<file path="src/rtl/vga_timing_pkg.sv">
// Shared 640x480@60 raster constants and timing helpers for the VGA timing generator.
package vga_timing_pkg;

    localparam int unsigned H_ACTIVE_640 = 640;
    localparam int unsigned H_FP_640     = 16;
    localparam int unsigned H_SYNC_640   = 96;
    localparam int unsigned H_BP_640     = 48;
    localparam int unsigned V_ACTIVE_480 = 480;
    localparam int unsigned V_FP_480     = 10;
    localparam int unsigned V_SYNC_480   = 2;
    localparam int unsigned V_BP_480     = 33;

    localparam bit SYNC_ACTIVE_LOW = 1'b0;

    function automatic int unsigned axis_total(input int unsigned active, input int unsigned fp,
                                               input int unsigned sync, input int unsigned bp);
        return active + fp + sync + bp;
    endfunction

    localparam int unsigned H_TOTAL_640 = axis_total(H_ACTIVE_640, H_FP_640, H_SYNC_640, H_BP_640);
    localparam int unsigned V_TOTAL_480 = axis_total(V_ACTIVE_480, V_FP_480, V_SYNC_480, V_BP_480);

endpackage

</file>
<file path="src/rtl/vga_axis_counter.sv">
// One raster axis: wrapping position counter plus sync/active decode of the next count.
module vga_axis_counter
    import vga_timing_pkg::*;
#(
    parameter int unsigned ACTIVE = H_ACTIVE_640,
    parameter int unsigned FP     = H_FP_640,
    parameter int unsigned SYNC   = H_SYNC_640,
    parameter int unsigned BP     = H_BP_640,
    parameter int unsigned CNT_W  = 10
) (
    input  logic             clk_i,
    input  logic             rst_ni,
    input  logic             advance_i,
    output logic [CNT_W-1:0] cnt_o,
    output logic [CNT_W-1:0] cnt_nxt_o,
    output logic             wrap_o,
    output logic             sync_act_o,
    output logic             active_o
);

    localparam int unsigned TOTAL = axis_total(ACTIVE, FP, SYNC, BP);

    localparam logic [CNT_W-1:0] LAST    = CNT_W'(TOTAL - 1);
    localparam logic [CNT_W-1:0] SYNC_LO = CNT_W'(ACTIVE + FP);
    localparam logic [CNT_W-1:0] SYNC_HI = CNT_W'(ACTIVE + FP + SYNC);
    localparam logic [CNT_W-1:0] ACT_LIM = CNT_W'(ACTIVE);

    logic [CNT_W-1:0] cnt_q, cnt_d;

    assign wrap_o = advance_i && (cnt_q == LAST);

    always_comb begin
        cnt_d = cnt_q;
        if (advance_i) begin
            cnt_d = wrap_o ? '0 : cnt_q + CNT_W'(1);
        end
    end

    always_ff @(posedge clk_i) begin
        if (!rst_ni) begin
            cnt_q <= LAST;
        end else begin
            cnt_q <= cnt_d;
        end
    end

    // Decode looks at the next count so the parent can register it alongside cnt_q.
    assign cnt_o      = cnt_q;
    assign cnt_nxt_o  = cnt_d;
    assign sync_act_o = (cnt_d >= SYNC_LO) && (cnt_d < SYNC_HI);
    assign active_o   = cnt_d < ACT_LIM;

    always_ff @(posedge clk_i) begin
        assert (ACTIVE >= 1 && FP >= 1 && SYNC >= 1 && BP >= 1)
            else $error("vga_axis_counter: every timing parameter must be >= 1");
        assert (TOTAL <= (32'd1 << CNT_W))
            else $error("vga_axis_counter: CNT_W too narrow for axis total");
    end

endmodule

</file>
<file path="src/rtl/vga_timing_gen.sv">
// VGA raster timing: registered, mutually aligned syncs, data-enable, coordinates and strobes.
module vga_timing_gen
    import vga_timing_pkg::*;
#(
    parameter int unsigned H_ACTIVE = H_ACTIVE_640,
    parameter int unsigned H_FP     = H_FP_640,
    parameter int unsigned H_SYNC   = H_SYNC_640,
    parameter int unsigned H_BP     = H_BP_640,
    parameter int unsigned V_ACTIVE = V_ACTIVE_480,
    parameter int unsigned V_FP     = V_FP_480,
    parameter int unsigned V_SYNC   = V_SYNC_480,
    parameter int unsigned V_BP     = V_BP_480,
    parameter bit          HS_POL   = SYNC_ACTIVE_LOW,
    parameter bit          VS_POL   = SYNC_ACTIVE_LOW,
    parameter int unsigned CNT_W    = 10
) (
    input  logic             pixel_clk,
    input  logic             rst_n,
    input  logic             en,
    output logic             vga_hs,
    output logic             vga_vs,
    output logic             vga_de,
    output logic [CNT_W-1:0] px_x,
    output logic [CNT_W-1:0] px_y,
    output logic             line_start,
    output logic             frame_start,
    output logic             frame_end
);

    localparam logic [CNT_W-1:0] H_LAST_ACT = CNT_W'(H_ACTIVE - 1);
    localparam logic [CNT_W-1:0] V_LAST_ACT = CNT_W'(V_ACTIVE - 1);

    logic [CNT_W-1:0] h_nxt, v_nxt;
    logic             h_wrap, v_wrap;
    logic             h_sync, v_sync;
    logic             h_active, v_active;

    vga_axis_counter #(
        .ACTIVE (H_ACTIVE),
        .FP     (H_FP),
        .SYNC   (H_SYNC),
        .BP     (H_BP),
        .CNT_W  (CNT_W)
    ) u_h_axis (
        .clk_i      (pixel_clk),
        .rst_ni     (rst_n),
        .advance_i  (en),
        .cnt_o      (px_x),
        .cnt_nxt_o  (h_nxt),
        .wrap_o     (h_wrap),
        .sync_act_o (h_sync),
        .active_o   (h_active)
    );

    vga_axis_counter #(
        .ACTIVE (V_ACTIVE),
        .FP     (V_FP),
        .SYNC   (V_SYNC),
        .BP     (V_BP),
        .CNT_W  (CNT_W)
    ) u_v_axis (
        .clk_i      (pixel_clk),
        .rst_ni     (rst_n),
        .advance_i  (en && h_wrap),
        .cnt_o      (px_y),
        .cnt_nxt_o  (v_nxt),
        .wrap_o     (v_wrap),
        .sync_act_o (v_sync),
        .active_o   (v_active)
    );

    logic hs_q, vs_q, de_q, ls_q, fs_q, fe_q;

    // A wrap on this edge means the counters land on x==0 (and y==0 for v_wrap) next.
    always_ff @(posedge pixel_clk) begin
        if (!rst_n) begin
            hs_q <= ~HS_POL;
            vs_q <= ~VS_POL;
            de_q <= 1'b0;
            ls_q <= 1'b0;
            fs_q <= 1'b0;
            fe_q <= 1'b0;
        end else if (en) begin
            hs_q <= h_sync ? HS_POL : ~HS_POL;
            vs_q <= v_sync ? VS_POL : ~VS_POL;
            de_q <= h_active && v_active;
            ls_q <= h_wrap;
            fs_q <= v_wrap;
            fe_q <= (h_nxt == H_LAST_ACT) && (v_nxt == V_LAST_ACT);
        end
    end

    assign vga_hs      = hs_q;
    assign vga_vs      = vs_q;
    assign vga_de      = de_q;
    assign line_start  = ls_q;
    assign frame_start = fs_q;
    assign frame_end   = fe_q;

endmodule
</file>
<file path="config.mk">
export PLATFORM = sky130hd
export DESIGN_NAME = vga_timing_gen
export DESIGN_NICKNAME = d
export VERILOG_FILES = /design/src/rtl/vga_timing_pkg.sv /design/src/rtl/vga_axis_counter.sv /design/src/rtl/vga_timing_gen.sv
export SDC_FILE = /design/constraint.sdc
export NUM_CORES = 1
export LEC_CHECK = 0
export BUFFER_PORTS_ARGS = -buffer_cell sky130_fd_sc_hd__buf_2
export CAP_MARGIN = 20
export CORE_ASPECT_RATIO = 0.8
export CORE_MARGIN = 2
export CORE_UTILIZATION = 35
export DETAILED_ROUTE_END_ITERATION = 16
export PLACE_DENSITY = 0.62
export SYNTH_ARGS = -nofsm -noshare
export SYNTH_HDL_FRONTEND = slang
export SYNTH_SLANG_ARGS = --single-unit
</file>
<file path="constraint.sdc">
create_clock -name pixel_clk -period 3.38 [get_ports pixel_clk]
set_input_delay 0 -clock pixel_clk [delete_from_list [all_inputs] [get_ports pixel_clk]]
set_output_delay 0 -clock pixel_clk [all_outputs]
set_load 0.05 [all_outputs]
</file>
* Word level (Yosys, flattened, before mapping) *
Cells that the tools add are included.

word-level totals
  memories = 0
  word-level logic and storage cells = 33
  latch bits = 0
  output and inout bits = 26
  flip-flop bits (word level) = 26
  RAM bits = 0
  ROM bits = 0

operators by class
  eq/ne operators = 4
  reduce and logical (&&, ||, !) cells = 7
  multiplexer cells = 6
  $mul = 0
  add/sub/neg operators = 2
  shift-type cells = 0
  $lt $le $gt $ge = 6
  divide/modulo/power cells = 0
  bitwise logic cells = 0

operators by type and width
  cell                     number
  $mux W10                 4
  $eq A10 B10 Y1 const B   3
  $add A10 B1 Y10 const B  2
  $lt A10 B10 Y1 const B   2
  $lt A10 B9 Y1 const B    2
  $eq A10 B9 Y1 const B    1
  $ge A10 B10 Y1 const B   1
  $ge A10 B9 Y1 const B    1
  $logic_and A1 B1 Y1      7
  $mux W1                  2

* Logic depth before layout (Yosys ltp) *
  depth after elaboration = 9
  mapped depth = 8

* Modules after synthesis *
From an unflattened synthesis, not the netlist that was laid out.

unflattened totals
  cell total of the unflattened synthesis = 183
  area total of the unflattened synthesis = 1632.8 µm²

modules (own cells, without submodules)
  module                        sequential area each (µm²)  cells an instance  times used  area an instance (µm²)
  vga_axis_counter at u_h_axis  200.2                       74                 1           693.2
  vga_axis_counter at u_v_axis  200.2                       79                 1           670.6
  vga_timing_gen                120.1                       30                 1           269.0

* Least setup slack after synthesis *
No wires, ideal clock.

  path type = reg2reg
  from = register u_h_axis.cnt_q[0] (netlist: u_h_axis.cnt_o[0])
  to = register fe_q (netlist: frame_end)
  library setup time = 0.084 ns
  clock period less this slack = 2.715 ns
  cell stages (with the launch flop) = 8
  buffers on the path = 0
  data required time = 3.296 ns
  arrival time = 2.631 ns
  setup slack = 0.665 ns
  path through = dfxtp_1 > ha_1 > nand4_1 > nor4_4 > mux2_2 > nand3_1 > or4b_1 > o31ai_2

between the ends
  longest elaborated chain between the ends = 8
  elaborated cells on any way between the ends = 12

ends and longest elaborated chain
  element                                                                  line                    RTL
  start: declaration                                                       vga_axis_counter.sv:28  logic [CNT_W-1:0] cnt_q, cnt_d;
  start signal: assignment                                                 vga_axis_counter.sv:43  cnt_q <= cnt_d;
  parallel branches: the longest is 7 deep, another holds $add A10 B1 Y10  n/a
  $logic_and A1 B1 Y1 (*)                                                  vga_timing_gen.sv:89    fe_q <= (h_nxt == H_LAST_ACT) && (v_nxt == V_LAST_ACT);
  end signal: assignment                                                   vga_timing_gen.sv:89
  end: declaration                                                         vga_timing_gen.sv:72    logic hs_q, vs_q, de_q, ls_q, fs_q, fe_q;

Mark *: on every way between the ends.
A chain may end at the register's enable or synchronous reset.

* Final worst setup path *
Same ends and word-level chain as after synthesis.

==> flow_summary_export.csv <==
group,metric,value,unit
clock_tree,clk_latency,0.28,ns
placed_design,port-buffer-count,28,
logic_synthesis,synth.area.top_cells,"dfxtp_1, nand3_1, nand2_1",
clock_tree,cts_tree,"done",
floorplan,fp.coreArea,4150,µm²
sta,hold_violations,0,
sta,tightest_slew,0.531,ns
clock_tree,cts.htree.levels,1,
hold_path,worst_hold_class,"in2reg",
logic_synthesis,netlist.area_leader.share,34.7,%
global_routing,global_route.overflow_total,0,
logic_synthesis,synth_nets,196,
final_layout,drive_above_1_share,19.7,%
sta,rsz0062_at_grt,"false",
logic_synthesis,number_of_synthesized_flops_with_an_enable_pin,0,
drt,routed-via-count,1439,
sta,clock_skew,0.0129,ns
clock_tree,clkTransAtPathRegs,0.10,ns
drt,postRouteAntennaNets,0,
logic_synthesis,avgSynthCellArea,7.90,µm²
critical_path,timing_worst_setup_path_type,"reg2reg",
logic_synthesis,sequential_fraction_of_the_synthesis_area,34.7,%
power_and_ir_drop,peakVddDrop,174,µV
sta,final_layout_setup_total_negative_slack,0,ns
sta,report.final.slew_viol_count,0,
power_and_ir_drop,power.leakage,0.000710,µW
floorplan,start_util,36.1,%
clock_tree,ctsLongestPathBuffers,2,
final_layout,antenna_cells_inserted,0,
drt,routed_wirelength,3860,µm
run_status,status,"complete, no violations",
sta,period_minus_slack,2.66,ns
critical_path,start_kind,"register",
logic_synthesis,post_synth_top_flop,"dfxtp_1",
logic_synthesis,syn-cell-area,1500,µm²
floorplan,io_pins,29,
final_layout,final_nets,220,
floorplan,die_outline_width,77.2,µm
placed_design,globalplace.congestion,0.845,
logic_synthesis,yosysWarningCount,0,
floorplan,floorplan.die.height,62.6,µm
floorplan,rows,21,
global_routing,first_pass_grt_wire_length,6430,µm
drt,drt_iter0_drc,138,
clock_tree,num_cts_buffers,3,
sta,maxClockFrequency,376,MHz
global_routing,first_global_vias,1276,
power_and_ir_drop,power-per-cell-area,494,nW/µm²
logic_synthesis,yosysTopAreaCell,"dfxtp_1",
logic_synthesis,yosys.cell_types.count,44,
logic_synthesis,synth-async-reset-ratio,0,%
global_routing,grt_antenna_before_repair,0,
clock_tree,post_cts_resized,0,
global_routing,grt_use_total,16.5,%
placed_design,detailedPlacementHpwl,2860,µm
logic_synthesis,synth_cells,190,
drt,detail_route.wl_per_cell,14.3,µm
floorplan,die-area,4830,µm²
sta,maxSlewHeadroom,64.1,%
final_layout,mostFrequentLayoutCells,"buf_2, dfxtp_1, nand2_1, nor2_1, nand3_1",
logic_synthesis,synth_seq_cells,26,
drt,post-route-drc-count,0,
critical_path,worst_ep_required_time,3.57,ns
final_layout,end_of_flow_core_utilization,41.7,%
final_layout,layout-area-overhead-vs-synth,15.5,%
critical_path,endpoint_kind,"register",
critical_path,timing.critical_path.fanout_max,6,
drt,drt-pass1-iter-count,4,
clock_tree,postCtsSetupRepairBufs,0,
final_layout,final_common_cell,"buf_2",
run,drv.max_cap_violation_count,0,
clock_tree,hold_buffers,0,
clock_tree,cts-root-buf,"clkbuf_8",
global_routing,pin_count_of_the_biggest_net_entering_global_routing,23,
power_and_ir_drop,total_power,856,µW
sta,report.final.setup_viol,0,
sta,layout_worst_path_cycle_share,78.7,%
critical_path,critPathArrivalTime,2.85,ns
drt,route.detailed.vias_per_inst,5.33,
clock_tree,clock-sinks,26,
==> registers in the layout, indices dropped and copies added (netlist names) <==
name,flops
vga_de,1
vga_vs,1
vga_hs,1
u_v_axis.cnt_o,10
line_start,1
frame_end,1
u_h_axis.cnt_o,10
frame_start,1
==> cell usage after synthesis (2+ instances only) <==
master / count
a21o_1: 2
a21oi_1: 9
a31o_2: 3
a31oi_1: 2
and2_1: 3
and3_1: 7
and4b_1: 2
clkbuf_1: 9
dfxtp_1: 26
ha_1: 3
inv_1: 9
nand2_1: 17
nand2b_1: 2
nand3_1: 15
nand4_1: 9
nor2_1: 16
nor3_1: 6
o21ai_0: 10
o21ai_1: 2
o31ai_1: 2
o41ai_1: 2
or2_2: 2
or3_1: 4
xnor2_1: 6
xor2_1: 3
==> critical path, cell delays in order, from the launching register on <==
cell,delay (ns)
dfxtp_1,0.44
ha_1,0.30
nand4_1,0.26
nor4_4,0.40
mux2_2,0.38
nand3_1,0.10
or4b_1,0.46
o31ai_2,0.23
==> report_power, final <==
| group | leakage (µW) | internal, µW | switching [µW] | total [µW] |
|---|---|---|---|---|
| Sequential | 0.000212 | 329 | 37.8 | 367 |
| Clock | 0.0000288 | 104 | 103 | 207 |
| Combinational | 0.000469 | 83.9 | 198 | 282 |
==> worst paths after layout <==
path,startpoint,endpoint,slack (ns),cells past startpoint
setup / recovery,u_h_axis.cnt_o[0],frame_end,0.72,7
hold / removal,rst_n,u_h_axis.cnt_o[4],0.001,2
setup reg to reg,u_h_axis.cnt_o[0],frame_end,0.72,7
hold reg to reg,vga_hs,vga_hs,0.47,2
==> area by class of cell <==
type | count | area [µm²]
tap | 57 | 71.3
inverter | 9 | 33.8
multi-input combinational | 146 | 912
fill | 455 | 2420
timing repair buffer | 28 | 140
clock buffer | 4 | 55.1
sequential | 26 | 520
==> layer usage <==
metal / GRT usage, % / routed length, µm
met3: 3.47 / 308
met4: 5.13 / 47
met1: 25.1 / 1980
met2: 23.0 / 1530
met5: 0 / 0
==> stage by stage <==
stage	worst slack [ns]	cells	hold slack [ns]	instance area (µm²)
3_5_place_dp	0.803	266	0.293	1680
2_1_floorplan	0.665	190	0.157	1500
3_3_place_gp	0.776	266	0.297	1680
4_1_cts	0.746	270	0.000536	1730
5_1_grt	0.584	270	0.0129	1730
6_report	0.720	270	0.000986	1730
==> kinds of logic after synthesis <==
| kind of cell | Yosys count | share of synthesized area (%) |
|---|---|---|
| flops | 26 | 34.7 |
| fa+ha+maj | 3 | 2.50 |
| buf+inv | 18 | 4.50 |
| xor+xnor | 9 | 5.25 |
| mux | 2 | 1.42 |
| compound gates | 39 | 16.8 |
| simple gates | 93 | 34.8 |
(Power assumes the default switching activity.)
